<file path="config.mk">
export PLATFORM = sky130hd
export DESIGN_NAME = imem_access_arbiter
export DESIGN_NICKNAME = d
export VERILOG_FILES = /design/src/rtl/imem_access_arbiter.sv
export SDC_FILE = /design/constraint.sdc
export NUM_CORES = 1
export LEC_CHECK = 0
export CAP_MARGIN = 20
export CORE_ASPECT_RATIO = 1.2
export CORE_MARGIN = 2
export CORE_UTILIZATION = 25
export CTS_BUF_LIST = sky130_fd_sc_hd__clkbuf_8
export DETAILED_ROUTE_END_ITERATION = 12
export HOLD_SLACK_MARGIN = 0.1
export PLACE_DENSITY = 0.6
export SLEW_MARGIN = 20
export SYNTH_ARGS = -nofsm -noshare
export SYNTH_HDL_FRONTEND = slang
export SYNTH_SLANG_ARGS = --single-unit
</file>
<file path="constraint.sdc">
create_clock -name clk -period 4.8 [get_ports clk]
set_input_delay 0.48 -clock clk [delete_from_list [all_inputs] [get_ports clk]]
set_output_delay 0.48 -clock clk [all_outputs]
set_load 0.02 [all_outputs]
</file>
<file path="src/rtl/imem_access_arbiter.sv">
// imem_access_arbiter
//   Shares the single-port instruction memory between the fetch unit
//   (read-only) and the loader/debug port (read or write). Round-robin
//   arbitration through a two-phase FSM: ARB samples requests and latches the
//   winner's command, ACCESS drives the memory for one cycle and captures the
//   read data. The done pulse and read data appear the cycle after ACCESS.
//
//   Optional build macro IMEM_ARB_LOCK_EN adds input l_lock. While l_lock is
//   high, fetch requests are ignored during arbitration.
//
// Ports
//   clk, rst_n                  clock, asynchronous active-low reset
//   f_req, f_addr               fetch read request and address
//   f_gnt, f_done, f_rdata      fetch grant pulse, done pulse, read data
//   l_req, l_we, l_addr, l_wdata  loader request, write enable, address, data
//   l_lock                      (IMEM_ARB_LOCK_EN only) hold off fetch
//   l_gnt, l_done, l_rdata      loader grant pulse, done pulse, read data
//   mem_addr, mem_wdata         memory address / write data (0 outside ACCESS)
//   mem_we, mem_re              memory write / read enable
//   mem_rdata                   memory read data (combinational read)
//   f_stall_cnt                 saturating count of stalled fetch cycles
//
// state  | meaning
// ARB    | idle or choosing the next winner; latch its command
// ACCESS | memory access for the latched winner; gnt pulses here
module imem_access_arbiter #(
  parameter int ADDR_W  = 65,
  parameter int DATA_W  = 65,
  parameter int STALL_W = 16
) (
  input  logic               clk,
  input  logic               rst_n,
  input  logic               f_req,
  input  logic [ADDR_W-1:0]  f_addr,
  output logic               f_gnt,
  output logic               f_done,
  output logic [DATA_W-1:0]  f_rdata,
  input  logic               l_req,
  input  logic               l_we,
  input  logic [ADDR_W-1:0]  l_addr,
  input  logic [DATA_W-1:0]  l_wdata,
`ifdef IMEM_ARB_LOCK_EN
  input  logic               l_lock,
`endif
  output logic               l_gnt,
  output logic               l_done,
  output logic [DATA_W-1:0]  l_rdata,
  output logic [ADDR_W-1:0]  mem_addr,
  output logic [DATA_W-1:0]  mem_wdata,
  output logic               mem_we,
  output logic               mem_re,
  input  logic [DATA_W-1:0]  mem_rdata,
  output logic [STALL_W-1:0] f_stall_cnt
);

  localparam logic ST_ARB     = 1'b0;
  localparam logic ST_ACCESS  = 1'b1;
  localparam logic WIN_FETCH  = 1'b0;
  localparam logic WIN_LOADER = 1'b1;

  logic              state;
  logic              winner;
  logic              last_winner;
  logic [ADDR_W-1:0] lat_addr;
  logic [DATA_W-1:0] lat_wdata;
  logic              lat_we;
  logic              lock_active;
  logic              f_cand;
  logic              pick_loader;
  logic              in_access;

`ifdef IMEM_ARB_LOCK_EN
  assign lock_active = l_lock;
`else
  assign lock_active = 1'b0;
`endif

  // Loader wins when it is the only candidate or when fetch won last time.
  assign f_cand      = f_req & ~lock_active;
  assign pick_loader = l_req & (~f_cand | (last_winner == WIN_FETCH));

  assign in_access = (state == ST_ACCESS);
  assign f_gnt     = in_access & (winner == WIN_FETCH);
  assign l_gnt     = in_access & (winner == WIN_LOADER);
  assign mem_addr  = in_access ? lat_addr  : '0;
  assign mem_wdata = in_access ? lat_wdata : '0;
  assign mem_we    = in_access & lat_we;
  assign mem_re    = in_access & ~lat_we;

  always_ff @(posedge clk or negedge rst_n) begin
    if (!rst_n) begin
      state       <= ST_ARB;
      winner      <= WIN_FETCH;
      last_winner <= WIN_LOADER;
      lat_addr    <= '0;
      lat_wdata   <= '0;
      lat_we      <= 1'b0;
      f_done      <= 1'b0;
      l_done      <= 1'b0;
      f_rdata     <= '0;
      l_rdata     <= '0;
    end else begin
      f_done <= 1'b0;
      l_done <= 1'b0;
      case (state)
        ST_ARB: begin
          if (f_cand || l_req) begin
            state       <= ST_ACCESS;
            winner      <= pick_loader;
            last_winner <= pick_loader;
            lat_addr    <= pick_loader ? l_addr : f_addr;
            // Fetch is read-only: its latched write enable is always 0.
            lat_we      <= pick_loader & l_we;
            lat_wdata   <= pick_loader ? l_wdata : '0;
          end
        end
        default: begin
          state <= ST_ARB;
          if (winner == WIN_LOADER) begin
            l_done  <= 1'b1;
            l_rdata <= lat_we ? '0 : mem_rdata;
          end else begin
            f_done  <= 1'b1;
            f_rdata <= mem_rdata;
          end
        end
      endcase
    end
  end

  always_ff @(posedge clk or negedge rst_n) begin
    if (!rst_n) begin
      f_stall_cnt <= '0;
    end else if (f_req && !f_gnt && (f_stall_cnt != {STALL_W{1'b1}})) begin
      f_stall_cnt <= f_stall_cnt + {{(STALL_W-1){1'b0}}, 1'b1};
    end
  end

endmodule

</file>
* After elaboration in Yosys (flattened, before gate mapping)
Cells that the tools add are included. W data, S select, Z words.
Cells by class: $add $sub $neg 1, eq/ne operators 1, multiplexer cells 11, bitwise gates (word level) 12, reductions and logical operators 7
Operators with widths (number):
- $mux W65 | 5
- $add A16 B1 Y16 const B | 1
- $ne A16 B16 Y1 const B | 1
- $and A1 B1 Y1 | 6
- $mux W1 | 6
- $reduce_and A2 Y1 | 3
- $not A1 Y1 | 5
- $logic_and A1 B1 Y1 | 2
- $logic_not A1 Y1 | 1
- $logic_or A1 B1 Y1 | 1
- $or A1 B1 Y1 | 1
Storage, ports and cells: bits in registers 282, bits of input ports 265, logic and storage cells 43

* Logic depth before layout (Yosys ltp)
depth in word-level cells 5, mapped depth 8, mapped depth without buffers 5

* Worst setup path before layout
No wires, ideal clock.
path kind flip-flop to flip-flop, start register f_stall_cnt[0], end register f_stall_cnt[12], arrival time 1.882 ns, data required time 4.675 ns, setup slack 2.794 ns, cell stages (with the launch flop) 7, path buffers 1, path through dfrtp_1 -> ha_1 -> nand3_1 -> or3b_1 -> buf_2 -> nor3_1 -> mux2_2
Between the ends: word-level cells in the longest chain between the ends 2, elaborated cells between the ends (all ways) 3, classes of those cells 1 x add/sub; 1 x eq/ne; 1 x reduce/logical
Ends and longest elaborated chain:
- start, declared | RTL line 53 | output logic [STALL_W-1:0] f_stall_cnt
- start signal, assigned | RTL line 135 | f_stall_cnt <= f_stall_cnt + {{(STALL_W-1){1'b0}}, 1'b1};
- branches (longest 2 deep; another with $add A16 B1 Y16)
Several ways; the timed one is not identified. A chain may end at the register's enable or synchronous reset.

* Worst setup path in the final report
start register state, in the netlist in_access, end output mem_addr[5]
Between the ends: word-level cells in the longest chain between the ends 1
Ends and longest elaborated chain:
- start, declared | RTL line 61 | logic state;
- start signal, assigned | RTL line 92 | state <= ST_ARB;
- start signal, assigned | RTL line 108 | state <= ST_ACCESS;
- start signal, assigned | RTL line 118 | state <= ST_ARB;
- $mux W65 | RTL line 85 | assign mem_addr = in_access ? lat_addr : '0;
- end, declared | RTL line 48 | output logic [ADDR_W-1:0] mem_addr,
Every way passes these cells.

==> results_dict.tcl <==
set metrics [dict create \
    dp_hpwl_mm 29.1 \
    critPathMaxStageDelay_ns 0.76 \
    final_net_count 2008 \
    place_congestion 0.823 \
    syn_area_um2 12200 \
    cp_max_fo 78 \
    die_area_um2 50600 \
    critPathBufInv 2 \
    drv_slew 0 \
    status "completed" \
    switching_power_uw 3110 \
    first_iter_violations 463 \
    slowest_stage "dfrtp_4" \
    p_leak_uw 0.00863 \
    worst_pin_slew_ns 0.979 \
    grt_overflow 0 \
    min_period_over_period 0.705 \
    switching_share 0.346 \
    ys_seq_area_frac 0.578 \
    yosysTopAreaCell "dfrtp_1" \
    drcViolationCount 0 \
    tns_ns 0 \
    grt_pass1_wl_mm 63.1 \
    synth-edff-count 0 \
    cp.required_ns 4.32 \
    drive_above_1_share 0.0583 \
    antenna_left 0 \
    setup_viol 0 \
    grt_pass1_vias 10993 \
    place_inst 2320 \
    numCtsBuffers 49 \
    cp_data_arrival_time_ns 2.91 \
    period_minus_slack_ns 3.39 \
    async_flop_share 1.00 \
    vdd_drop_max_v 0.000204 \
    dr_total_vias 10481 \
    cts_max_level 2 \
    fin_cells 2416 \
    grt_use_total 0.161 \
    crit_type "flip-flop to output pin" \
    finalWirelength_mm 41.3 \
    first_pass_iters 4 \
    routedWlPerCell_um 17.1 \
    die_y_um 246 \
    cts_root_buf "clkbuf_8" \
    grt_max_degree 117 \
    r2r-end "lat_addr[45]" \
    worstPathCellList "buf_4, and2_1, clkdlybuf4s50_1" \
    cts-resized-gates 0 \
    fin_area_um2 19300 \
    pwr-share-clk 0.261 \
    worstReg2RegStart "in_access" \
    rsz0062_at_grt "no" \
    cts_buffer_depth 3 \
    p_int_uw 5890 \
    crit_family "buffers and inverters" \
    max_freq_mhz 295 \
    cts.reportedPaths.clkPinSlew_ns 0.06 \
    pin_count 547 \
    ys_ff_latch 282 \
    syn_area_per_cell_um2 10.0 \
    synth_top_area_share 0.576 \
    worst-r2r-setup-slack_ns 1.94 \
    whs_ns 0.457 \
    clock-sinks 282 \
    whs_path_depth 3 \
    hold_class "input port to flip-flop" \
    synthCells 1221 \
    initial_utilization 0.254 \
    combPwrFrac 0.361 \
    worstSetupEndpointType "output pin" \
    synth_area_leaders "dfrtp_1 (58%), nand2_1 (10%), and2_1 (6.7%)" \
    core_area_um2 48100 \
    power-per-cell-area_nw_per_um2 465 \
    syn_nets 1487 \
    maxSlewHeadroom 0.347 \
    dpl_cell_area_um2 18300 \
    hp-start "mem_rdata[50]" \
    reg2reg_depth 4 \
    syn2layout_area_growth_pct 58.6 \
    clkLatencyLatePin_ns 0.59 \
    yosysWarnings 0 \
    ys_types 35 \
    hold_viol_final 0 \
    core.rowCount 88 \
    synth_flop_cell "dfrtp_1" \
    cts_tree "done" \
    critPathLaunchType "flip-flop" \
    fp.dieW_um 206 \
    whs_endpoint "f_rdata[50]" \
    port_buffers 546 \
    seqPwrFrac 0.378 \
    drv_cap 0 \
    fin_skew_ns 0.0192 \
    antenna_found_initial 5 \
    vias_per_cell 4.34 \
]
[metrics by stage]
step                 util  power, µW  worst slack [ns]
global route        0.402       9560              1.16
detailed placement  0.380       6740              1.84
floorplan               -       4930              2.79
CTS                 0.402       9160              1.25
finish              0.402       9000              1.41
global placement    0.380       6680              1.89
[what timing repair did]
action                     in CTS  in global routing
hold buffers                    1                  0
hold endpoints to repair       85                  0
setup endpoints to repair       0                  0
buffers inserted                0                  0
[sequential cells by signal, summed over array words and instances, names as in the netlist]
name and cells:
f_rdata 65, l_rdata 65, lat_addr 65, lat_wdata 65, f_stall_cnt 16, f_done 1, in_access 1, l_done 1
last_winner 1, lat_we 1, winner 1
[placed cells by master, fill, tap and decap left out, drive strengths merged, types with 5 or more instances in the layout]
cell and instances:
clkdlybuf4s50 545, mux2i 65, nor4 7, nand2b 66, dfrtp 281, and2 131
inv 19, xor2 12, nand2 333, clkinv 7, a22o 66, nor3 5
o21ai 132, clkbuf 65, nand4 5, buf 13
[cell type report]
type,instances,area [µm²]
Fill cell,4775,28800
Sequential cell,282,7060
Timing Repair Buffer,559,5610
Tap cell,630,788
Inverter,4,15.0
Clock inverter,27,174
Clock buffer,65,895
Antenna cell,3,7.51
Multi-Input combinational cell,846,4800
[routing by layer]
| layer | track usage | routed length (µm) | vias to the layer above |
|---|---|---|---|
| met3 | 0.0606 | 4040 | 90 |
| met1 | 0.185 | 16100 | 4879 |
| met2 | 0.268 | 19700 | 452 |
| met5 | 0 | 40 | - |
| met4 | 0.0662 | 1400 | 6 |
| li1 | - | - | 5054 |
[power by group through the flow]
stage / Combinational [µW] / Sequential, µW / Clock [µW]
floorplan: 1050 / 3880 / 0
CTS: 3310 / 3410 / 2450
finish: 3250 / 3400 / 2350
detailed placement: 3300 / 3440 / 0
global route: 3510 / 3480 / 2570
global placement: 3260 / 3420 / 0
[worst register-to-register path, delay by kind of cell (launching register included)]
family	cells	cell delay, ns
DFF	1	0.76
buffers and inverters	2	1.05
and+or+nand+nor	1	0.65
AOI/OAI and AO/OA	1	0.27
[how the worst max path moves through the flow]
| stage | start | end | slack [ns] | cells past startpoint |
|---|---|---|---|---|
| floorplan | f_stall_cnt[0] | f_stall_cnt[12] | 2.79 | 6 |
| global placement | in_access | lat_addr[51] | 1.89 | 4 |
| detailed placement | in_access | lat_addr[27] | 1.84 | 4 |
| CTS | in_access | mem_wdata[2] | 1.25 | 3 |
| global route | in_access | mem_addr[5] | 1.16 | 3 |
| finish | in_access | mem_addr[5] | 1.41 | 3 |
[synthesized netlist by cell type (3+ instances only)]
master      n
nand2_1   333
dfrtp_1   281
o21ai_0   132
and2_1    131
clkbuf_1   72
a22o_1     66
mux2i_1    65
nand2b_1   65
xor2_1     12
buf_2       9
buf_1       6
nand4_1     5
nor3_1      5
nor2_1      4
nor4_1      4
inv_1       3
nand3_1     3
[logic make-up (layout without fill, tap and decap cells)]
family	count (synthesis)	after routing	synth area share
AO/OA/AOI/OAI	204	204	0.105
other	0	3	0
flip-flops	282	282	0.578
XOR/XNOR	12	12	0.00861
multiplexers	67	67	0.0552
buffers and inverters	93	655	0.0308
adder cells (fa/ha/maj)	1	1	0.00103
AND/OR/NAND/NOR	562	562	0.221
Power figures use the tool's default switching activity.
